## config.mk

```make
export PLATFORM = sky130hd
export DESIGN_NAME = fifo_wr_arbiter_flat
export DESIGN_NICKNAME = d
export VERILOG_FILES = /design/src/rtl/fifo_wr_arbiter_pkg.sv /design/src/rtl/fifo_wr_arbiter_if.sv /design/src/rtl/fifo_wr_arbiter_rr_arb2.sv /design/src/rtl/fifo_wr_arbiter.sv /design/src/flat_wrapper.sv
export SDC_FILE = /design/constraint.sdc
export NUM_CORES = 1
export LEC_CHECK = 0
export CAP_MARGIN = 25
export CORE_MARGIN = 4
export CORE_UTILIZATION = 45
export DETAILED_ROUTE_END_ITERATION = 7
export PLACE_DENSITY_LB_ADDON = 0.05
export SLEW_MARGIN = 10
export SYNTH_ARGS = -nofsm -noshare
export SYNTH_HDL_FRONTEND = slang
export SYNTH_SLANG_ARGS = --single-unit
export TNS_END_PERCENT = 10
```

## constraint.sdc

```tcl
create_clock -name i_clk -period 4.2 [get_ports i_clk]
set_input_delay 1.05 -clock i_clk [delete_from_list [all_inputs] [get_ports i_clk]]
set_output_delay 1.05 -clock i_clk [all_outputs]
set_load 0.02 [all_outputs]
```

## src/rtl/fifo_wr_arbiter_pkg.sv

```systemverilog
// fifo_arb_pkg: shared state encoding, grant codes and default widths for the FIFO write arbiter
package fifo_arb_pkg;
    typedef enum logic [1:0] {
        IDLE    = 2'b00,
        SEND_B  = 2'b01,
        SEND_LO = 2'b10,
        SEND_HI = 2'b11
    } state_t;
    localparam logic GNT_A = 1'b0;
    localparam logic GNT_B = 1'b1;
    localparam int DEF_DATA_WIDTH = 8;
    localparam int DEF_CNT_WIDTH = 16;
endpackage

```

## src/rtl/fifo_wr_arbiter_if.sv

```systemverilog
// fifo_wr_arbiter_if: requester handshakes, FIFO write port and status of the write arbiter
interface fifo_wr_arbiter_if
    import fifo_arb_pkg::*;
#(
    parameter int DATA_WIDTH = DEF_DATA_WIDTH,
    parameter int CNT_WIDTH = DEF_CNT_WIDTH
);
    logic                    i_a_valid;
    logic [2*DATA_WIDTH-1:0] i_a_data;
    logic                    o_a_ready;
    logic                    i_b_valid;
    logic [DATA_WIDTH-1:0]   i_b_data;
    logic                    o_b_ready;
    logic                    i_fifo_full;
    logic                    o_fifo_winc;
    logic [DATA_WIDTH-1:0]   o_fifo_wdata;
    logic                    o_busy;
    logic                    o_grant;
    logic [CNT_WIDTH-1:0]    o_wr_count;
    modport slave (
        input  i_a_valid, i_a_data, i_b_valid, i_b_data, i_fifo_full,
        output o_a_ready, o_b_ready, o_fifo_winc, o_fifo_wdata, o_busy, o_grant, o_wr_count
    );
    modport master (
        output i_a_valid, i_a_data, i_b_valid, i_b_data, i_fifo_full,
        input  o_a_ready, o_b_ready, o_fifo_winc, o_fifo_wdata, o_busy, o_grant, o_wr_count
    );
endinterface

```

## src/rtl/fifo_wr_arbiter_rr_arb2.sv

```systemverilog
// rr_arb2: two-requester round-robin arbiter, one-hot grant, pointer moves to the loser on each grant
module rr_arb2
    import fifo_arb_pkg::*;
(
    input  logic       i_clk,
    input  logic       i_rst,
    input  logic       i_en,
    input  logic [1:0] i_req,
    output logic [1:0] o_gnt
);
    logic r_ptr;
    logic w_pick_b;
    assign w_pick_b = i_req[1] && (!i_req[0] || r_ptr == GNT_B);
    assign o_gnt = i_en ? {w_pick_b, i_req[0] && !w_pick_b} : 2'b00;
    // point at the requester that lost (or was not granted) so a tie next time goes to it
    always_ff @(posedge i_clk) begin
        if (i_rst)
            r_ptr <= GNT_A;
        else if (|o_gnt)
            r_ptr <= o_gnt[0] ? GNT_B : GNT_A;
    end
endmodule

```

## src/rtl/fifo_wr_arbiter.sv

```systemverilog
// fifo_wr_arbiter: shares the FIFO write port between a 16-bit requester (two bytes, LSB first) and a byte requester
module fifo_wr_arbiter
    import fifo_arb_pkg::*;
#(
    parameter int DATA_WIDTH = DEF_DATA_WIDTH,
    parameter int CNT_WIDTH = DEF_CNT_WIDTH
) (
    input logic i_clk,
    input logic i_rst,
    fifo_wr_arbiter_if.slave bus
);
    state_t                r_state;
    logic [DATA_WIDTH-1:0] r_hold_lo;
    logic [DATA_WIDTH-1:0] r_hold_hi;
    logic                  r_grant;
    logic [CNT_WIDTH-1:0]  r_wr_count;
    logic [1:0]            w_gnt;
    logic                  w_idle;
    logic                  w_winc;
    // reset gates both the grant and the write so nothing is accepted or written on a reset edge
    assign w_idle = r_state == IDLE && !i_rst;
    assign w_winc = r_state != IDLE && !i_rst && !bus.i_fifo_full;
    rr_arb2 u_arb (
        .i_clk (i_clk),
        .i_rst (i_rst),
        .i_en  (w_idle),
        .i_req ({bus.i_b_valid, bus.i_a_valid}),
        .o_gnt (w_gnt)
    );
    assign bus.o_a_ready    = w_gnt[0];
    assign bus.o_b_ready    = w_gnt[1];
    assign bus.o_fifo_winc  = w_winc;
    assign bus.o_fifo_wdata = r_state == SEND_HI ? r_hold_hi : r_hold_lo;
    assign bus.o_busy       = r_state != IDLE;
    assign bus.o_grant      = r_grant;
    assign bus.o_wr_count   = r_wr_count;
    // capture the granted word in IDLE, then step through its bytes only on cycles the FIFO takes one
    always_ff @(posedge i_clk) begin
        if (i_rst) begin
            r_state    <= IDLE;
            r_hold_lo  <= '0;
            r_hold_hi  <= '0;
            r_grant    <= GNT_A;
            r_wr_count <= '0;
        end else begin
            if (w_winc)
                r_wr_count <= r_wr_count + 1'b1;
            if (w_gnt[0]) begin
                r_hold_lo <= bus.i_a_data[DATA_WIDTH-1:0];
                r_hold_hi <= bus.i_a_data[2*DATA_WIDTH-1:DATA_WIDTH];
                r_grant   <= GNT_A;
                r_state   <= SEND_LO;
            end else if (w_gnt[1]) begin
                r_hold_lo <= bus.i_b_data;
                r_grant   <= GNT_B;
                r_state   <= SEND_B;
            end else if (w_winc) begin
                r_state <= r_state == SEND_LO ? SEND_HI : IDLE;
            end
        end
    end
endmodule
```

## src/flat_wrapper.sv

```systemverilog
// flat-port wrapper written by rule: the top's interface ports become plain ports
module fifo_wr_arbiter_flat import fifo_arb_pkg::*;
#(
    parameter int DATA_WIDTH = DEF_DATA_WIDTH,
    parameter int CNT_WIDTH = DEF_CNT_WIDTH
)
  (i_clk, i_rst, bus_i_a_valid, bus_i_a_data, bus_i_b_valid, bus_i_b_data, bus_i_fifo_full, bus_o_a_ready, bus_o_b_ready, bus_o_fifo_winc, bus_o_fifo_wdata, bus_o_busy, bus_o_grant, bus_o_wr_count);
  fifo_wr_arbiter_if #(.DATA_WIDTH(DATA_WIDTH), .CNT_WIDTH(CNT_WIDTH)) bus_i ();
  input logic i_clk;
  input logic i_rst;
  input wire logic [$bits(bus_i.i_a_valid)-1:0] bus_i_a_valid;
  input wire logic [$bits(bus_i.i_a_data)-1:0] bus_i_a_data;
  input wire logic [$bits(bus_i.i_b_valid)-1:0] bus_i_b_valid;
  input wire logic [$bits(bus_i.i_b_data)-1:0] bus_i_b_data;
  input wire logic [$bits(bus_i.i_fifo_full)-1:0] bus_i_fifo_full;
  output wire logic [$bits(bus_i.o_a_ready)-1:0] bus_o_a_ready;
  output wire logic [$bits(bus_i.o_b_ready)-1:0] bus_o_b_ready;
  output wire logic [$bits(bus_i.o_fifo_winc)-1:0] bus_o_fifo_winc;
  output wire logic [$bits(bus_i.o_fifo_wdata)-1:0] bus_o_fifo_wdata;
  output wire logic [$bits(bus_i.o_busy)-1:0] bus_o_busy;
  output wire logic [$bits(bus_i.o_grant)-1:0] bus_o_grant;
  output wire logic [$bits(bus_i.o_wr_count)-1:0] bus_o_wr_count;
  assign bus_i.i_a_valid = bus_i_a_valid;
  assign bus_i.i_a_data = bus_i_a_data;
  assign bus_i.i_b_valid = bus_i_b_valid;
  assign bus_i.i_b_data = bus_i_b_data;
  assign bus_i.i_fifo_full = bus_i_fifo_full;
  assign bus_o_a_ready = bus_i.o_a_ready;
  assign bus_o_b_ready = bus_i.o_b_ready;
  assign bus_o_fifo_winc = bus_i.o_fifo_winc;
  assign bus_o_fifo_wdata = bus_i.o_fifo_wdata;
  assign bus_o_busy = bus_i.o_busy;
  assign bus_o_grant = bus_i.o_grant;
  assign bus_o_wr_count = bus_i.o_wr_count;
  fifo_wr_arbiter #(.DATA_WIDTH(DATA_WIDTH), .CNT_WIDTH(CNT_WIDTH)) u_core (.i_clk(i_clk), .i_rst(i_rst), .bus(bus_i));
endmodule
```

# Word-level counts from Yosys, hierarchy flattened
# Cells that the tools add are included.
# op_classes
add_sub_neg	1
n_mul	0
n_div	0
magnitude_cmp	0
eq_ne	2
shift	0
muxes	9
bitwise	0
n_reduce_logical	17
# ops
operator	count
8-bit 2-to-1 mux	3
16-bit by 1-bit adder with 16-bit output, second input constant	1
2-bit 2-to-1 mux	5
2-bit nonzero test	3
1-bit logical AND	5
2-bit equality test, second input constant	2
1-bit logical NOT	4
2-bit OR reduction	2
3-bit nonzero test	1
2-bit logical NOT	1
1-bit logical OR	1
1-bit 2-to-1 mux	1
# word_totals
regBits	36
latch_bits	0
ram_bits	0
mem_bits_ro	0
output_inout_bits	29
mem_count	0

# Depth between registers and ports, before layout
# logic_depth
ltp_word	8
depth_mapped	7
ltp_nobuf	5

# Cells and area by module
# A second synthesis with hierarchy kept.
# unflattened
hier_cells	183
area_unflattened_um2	1642.8
# by_module_without_submodules
module	n_inst	cells_each	area_each_um2	seq_area_each_um2
fifo_wr_arbiter	1	175	1587.8	700.7
rr_arb2	1	8	55.1	20.0

# Worst setup path before layout
# No wires, ideal clock.
# synth_path
kind	input -> output
startpoint	input port i_rst
endpoint	output port bus_o_a_ready
arrival_ns	1.951
required_time_ns	3.150
setup_slack_ns	1.199
path_stages	4
path_buffers	1
cell_sequence	nor3_1 > nand3_1 > clkinv_1 > buf_2
# synth_via
elab_chain_cells	3
# synth_rtl
item	line	source
start, declared	flat_wrapper.sv:10	input logic i_rst;
1-bit logical NOT	fifo_wr_arbiter.sv:21	assign w_idle = r_state == IDLE && !i_rst;
1-bit logical AND	fifo_wr_arbiter.sv:21	
2-bit 2-to-1 mux	fifo_wr_arbiter_rr_arb2.sv:14	assign o_gnt = i_en ? {w_pick_b, i_req[0] && !w_pick_b} : 2'b00;
end, declared	flat_wrapper.sv:16	output wire logic [$bits(bus_i.o_a_ready)-1:0] bus_o_a_ready;
# No other way between the ends.

# Final worst setup path
# layout_path
startpoint	input port i_rst
endpoint	output port bus_o_b_ready
# layout_via
elab_chain_cells	3
# layout_rtl
item	line	source
1-bit logical NOT	fifo_wr_arbiter.sv:21	
1-bit logical AND	fifo_wr_arbiter.sv:21	
2-bit 2-to-1 mux	fifo_wr_arbiter_rr_arb2.sv:14	
end, declared	flat_wrapper.sv:17	output wire logic [$bits(bus_i.o_b_ready)-1:0] bus_o_b_ready;
# No other way between the ends.

==> results.yml <==
synth:
  synth.yosys.warnings: 0
  sequential_cell_area_fraction_in_the_yosys_report_pct: 44.31
  synth_fa_ha_area_share_pct: 0.7692
  post_synth_xor_area_fraction_pct: 4.308
  post_synth_mux_area_share_pct: 5.538
  simple_gate_portion_of_the_synthesized_area_pct: 25.54
  post_synth_num_cell_types: 33
  synth-compound-area-share_pct: 15.92
  dominant_combinational_cell_family_by_area_after_synthesis: "simple AND/OR/NAND/NOR gates"
  syn_avg_cell_area_um2: 8.341
  yosys_register_bits: 36
  synth_cells: 195
  synthesis.nets: 225
  syn-cell-area_um2: 1627
run:
  max_cap_violations: 0
detailed_routing:
  routed_wl_um: 3582
  via_count: 1555
  detailedRoute.firstIterationViolations: 109
  routed_wire_length_per_instance_um: 12.02
  final_antenna_net_count: 0
  route.detailed.drc: 0
  first_pass_iters: 4
  routed_via_density: 5.218
sta:
  layout_worst_path_cycle_share_pct: 87.31
  max_slew_margin_pct: 66.39
  report.final.slew_viol_count: 0
  timing.setup.tns_ns: 0
  achievable-frequency_mhz: 272.7
  finalHoldViolations: 0
  post_route_hold_slack_ns: 0.4592
  finalSetupViolCount: 0
  min_period_ns: 3.667
  timing_worst_slew_pin_value_ns: 0.5042
  setup_repair_after_global_routing_missed_its_margin: "no"
  timing.clock.skew_ns: 0.006296
worst_setup_path:
  worst-endpoint-arrival_ns: 2.62
  timing.critical_path.fanout_max: 3
  reg2reg_depth: 4
  worstPathRequired_ns: 3.15
  timing_worst_setup_path_type: "in2out"
  worst_setup_path_end_kind: "primary output"
  critical_path.startpoint_type: "primary input"
clocking:
  clock_tree.buffer_depth: 2
  postCtsHoldBufs: 0
  cts.sink_count: 36
  clock_tree.htree_level_count: 2
  cts_tree: "built"
  post_cts.repair.setup_buffers: 0
  master_cell_of_the_clock_root_buffer: "clkbuf_4"
  clkSlewWorstSetupHoldPaths_ns: 0.10
  clk_latency_ns: 0.33
  post_cts_resized: 0
  tritoncts.num_buffers: 5
pwr:
  p_leak_nw: 0.8090
  total_power_mw: 0.6741
  powerDensity_nw_per_um2: 295.7
  vdd_drop_max_uv: 200.3
floorplan:
  die-width_um: 68.12
  number_of_standard_cell_rows_in_the_floorplan: 21
  die_h_um: 68.12
  die_footprint_um2: 4640
  initial_utilization_pct: 47.62
  core_region_area_um2: 3416
  num_io_pins: 58
global_routing:
  grt_first_pass_wirelength_um: 5975
  antenna_violations_before_repair: 0
  via_count_of_the_first_global_routing_pass: 1445
  grt_max_degree: 43
  grt_remaining_overflow: 0
  globalRouteTotalUtil_pct: 17.20
place:
  place_congestion: 0.7572
  dp_hpwl_um: 2595
  portBuffers: 57
  placed_cells: 291
worst_hold_path:
  timing.hold.worst.class: "reg2reg"
  timing.hold.worst_path_depth: 2
finish:
  antennaDiodeCount: 0
  fill_cells: 323
  fraction_of_final_layout_cells_with_drive_strength_greater_than_1_pct: 7.540
  fin_util_pct: 66.74
  final_cells: 298
  finalNetCount: 282
  flow.area_growth_from_synthesis_pct: 40.15
outcome:
  outcome: "complete, no violations"
==> placed cells by master, fill, tap and decap left out, drive strengths merged, types with 2 or more instances in the layout <==
master	Yosys	routed
a21oi	18	18
a311oi	9	9
and3	3	3
buf	4	3
clkbuf	6	6
clkdlybuf4s50	0	57
clkinv	1	2
dfxtp	36	36
inv	3	3
mux2	8	8
nand2	40	40
nand3	7	7
nand4	2	2
nor2	19	19
nor3	2	2
nor3b	3	3
o21ai	3	3
o31ai	5	5
or3	3	3
or4	5	5
xnor2	4	4
xor2	4	4
==> power breakdown <==
part | total (mW) | internal (mW) | switching, mW
logic | 0.137 | 0.0724 | 0.0649
registers | 0.369 | 0.358 | 0.0110
clock network | 0.168 | 0.0617 | 0.106
==> worst max-delay path, cell delays in order <==
cell and delay [ns]:
clkdlybuf4s50_1 0.43, nor3_1 0.26, and3_1 0.26, clkdlybuf4s50_1 0.62
==> cells in the mapped netlist <==
cell type	instances	area share (%)
nand2_1	40	9.2
dfxtp_1	36	44
nor2_1	19	4.4
a21oi_1	18	5.5
a311oi_1	9	4.8
mux2_2	8	5.5
nand3_1	7	2.2
clkbuf_1	6	1.4
o31ai_1	5	2.3
or4_1	5	2.3
xnor2_1	4	2.2
xor2_1	4	2.2
and3_1	3	1.2
inv_1	3	0.69
nor3b_1	3	1.4
o21ai_0	3	0.92
or3_1	3	1.2
buf_2	2	0.62
nand4_1	2	0.77
nor3_1	2	0.62
a211o_1	1	0.54
and3b_1	1	0.54
and4_1	1	0.54
buf_1	1	0.23
buf_4	1	0.46
clkinv_1	1	0.23
ha_1	1	0.77
nand2b_1	1	0.38
nor4_1	1	0.38
nor4b_1	1	0.54
o21a_1	1	0.46
o21ba_2	1	0.62
o21bai_2	1	0.69
==> through the flow <==
step           setup WS, ns  area, um^2
2_1_floorplan         1.199        1627
3_3_place_gp         0.5203        2233
3_5_place_dp         0.5245        2233
4_1_cts              0.5187        2280
5_1_grt              0.4385        2280
6_report             0.5328        2280
==> cells by family after synthesis <==
| logic type | count (synthesis) |
|---|---|
| xor+xnor | 8 |
| buf+inv | 14 |
| mux | 8 |
| flops | 36 |
| simple gates | 89 |
| fa+ha+maj | 1 |
| compound gates | 39 |
==> per-layer routing <==
| metal | up-vias | share of wire [%] | track usage [%] |
|---|---|---|---|
| met5 | - | 0 | 0 |
| met4 | 0 | 1.4 | 8.933 |
| met3 | 5 | 9.5 | 7.061 |
| met2 | 46 | 45 | 28.28 |
| met1 | 696 | 44 | 18.88 |
| li1 | 808 | - | - |
==> state kept, by name (all words and copies together), names as in the netlist <==
register               count
u_core.bus.o_grant         1
u_core.bus.o_wr_count     16
u_core.r_hold_lo           8
u_core.u_arb.r_ptr         1
u_core.r_state             2
u_core.r_hold_hi           8
==> final timing paths <==
kind                       startpoint                   endpoint  slack (ns)
max                             i_rst              bus_o_b_ready        0.53
min               u_core.r_hold_hi[4]        u_core.r_hold_hi[4]        0.46
max reg2reg  u_core.bus.o_wr_count[3]  u_core.bus.o_wr_count[12]        2.31
min reg2reg       u_core.r_hold_hi[4]        u_core.r_hold_hi[4]        0.46
==> layout make-up <==
class / count / area, um^2 / area share (%)
Sequential cell: 36 / 720.7 / 31.61
Tap cell: 46 / 57.56 / 2.525
Inverter: 4 / 15.01 / 0.6586
Timing Repair Buffer: 60 / 593.1 / 26.02
Multi-Input combinational cell: 145 / 847.1 / 37.16
Clock inverter: 1 / 5.005 / 0.2195
Clock buffer: 6 / 41.29 / 1.811
Power figures use the tool's default switching activity.
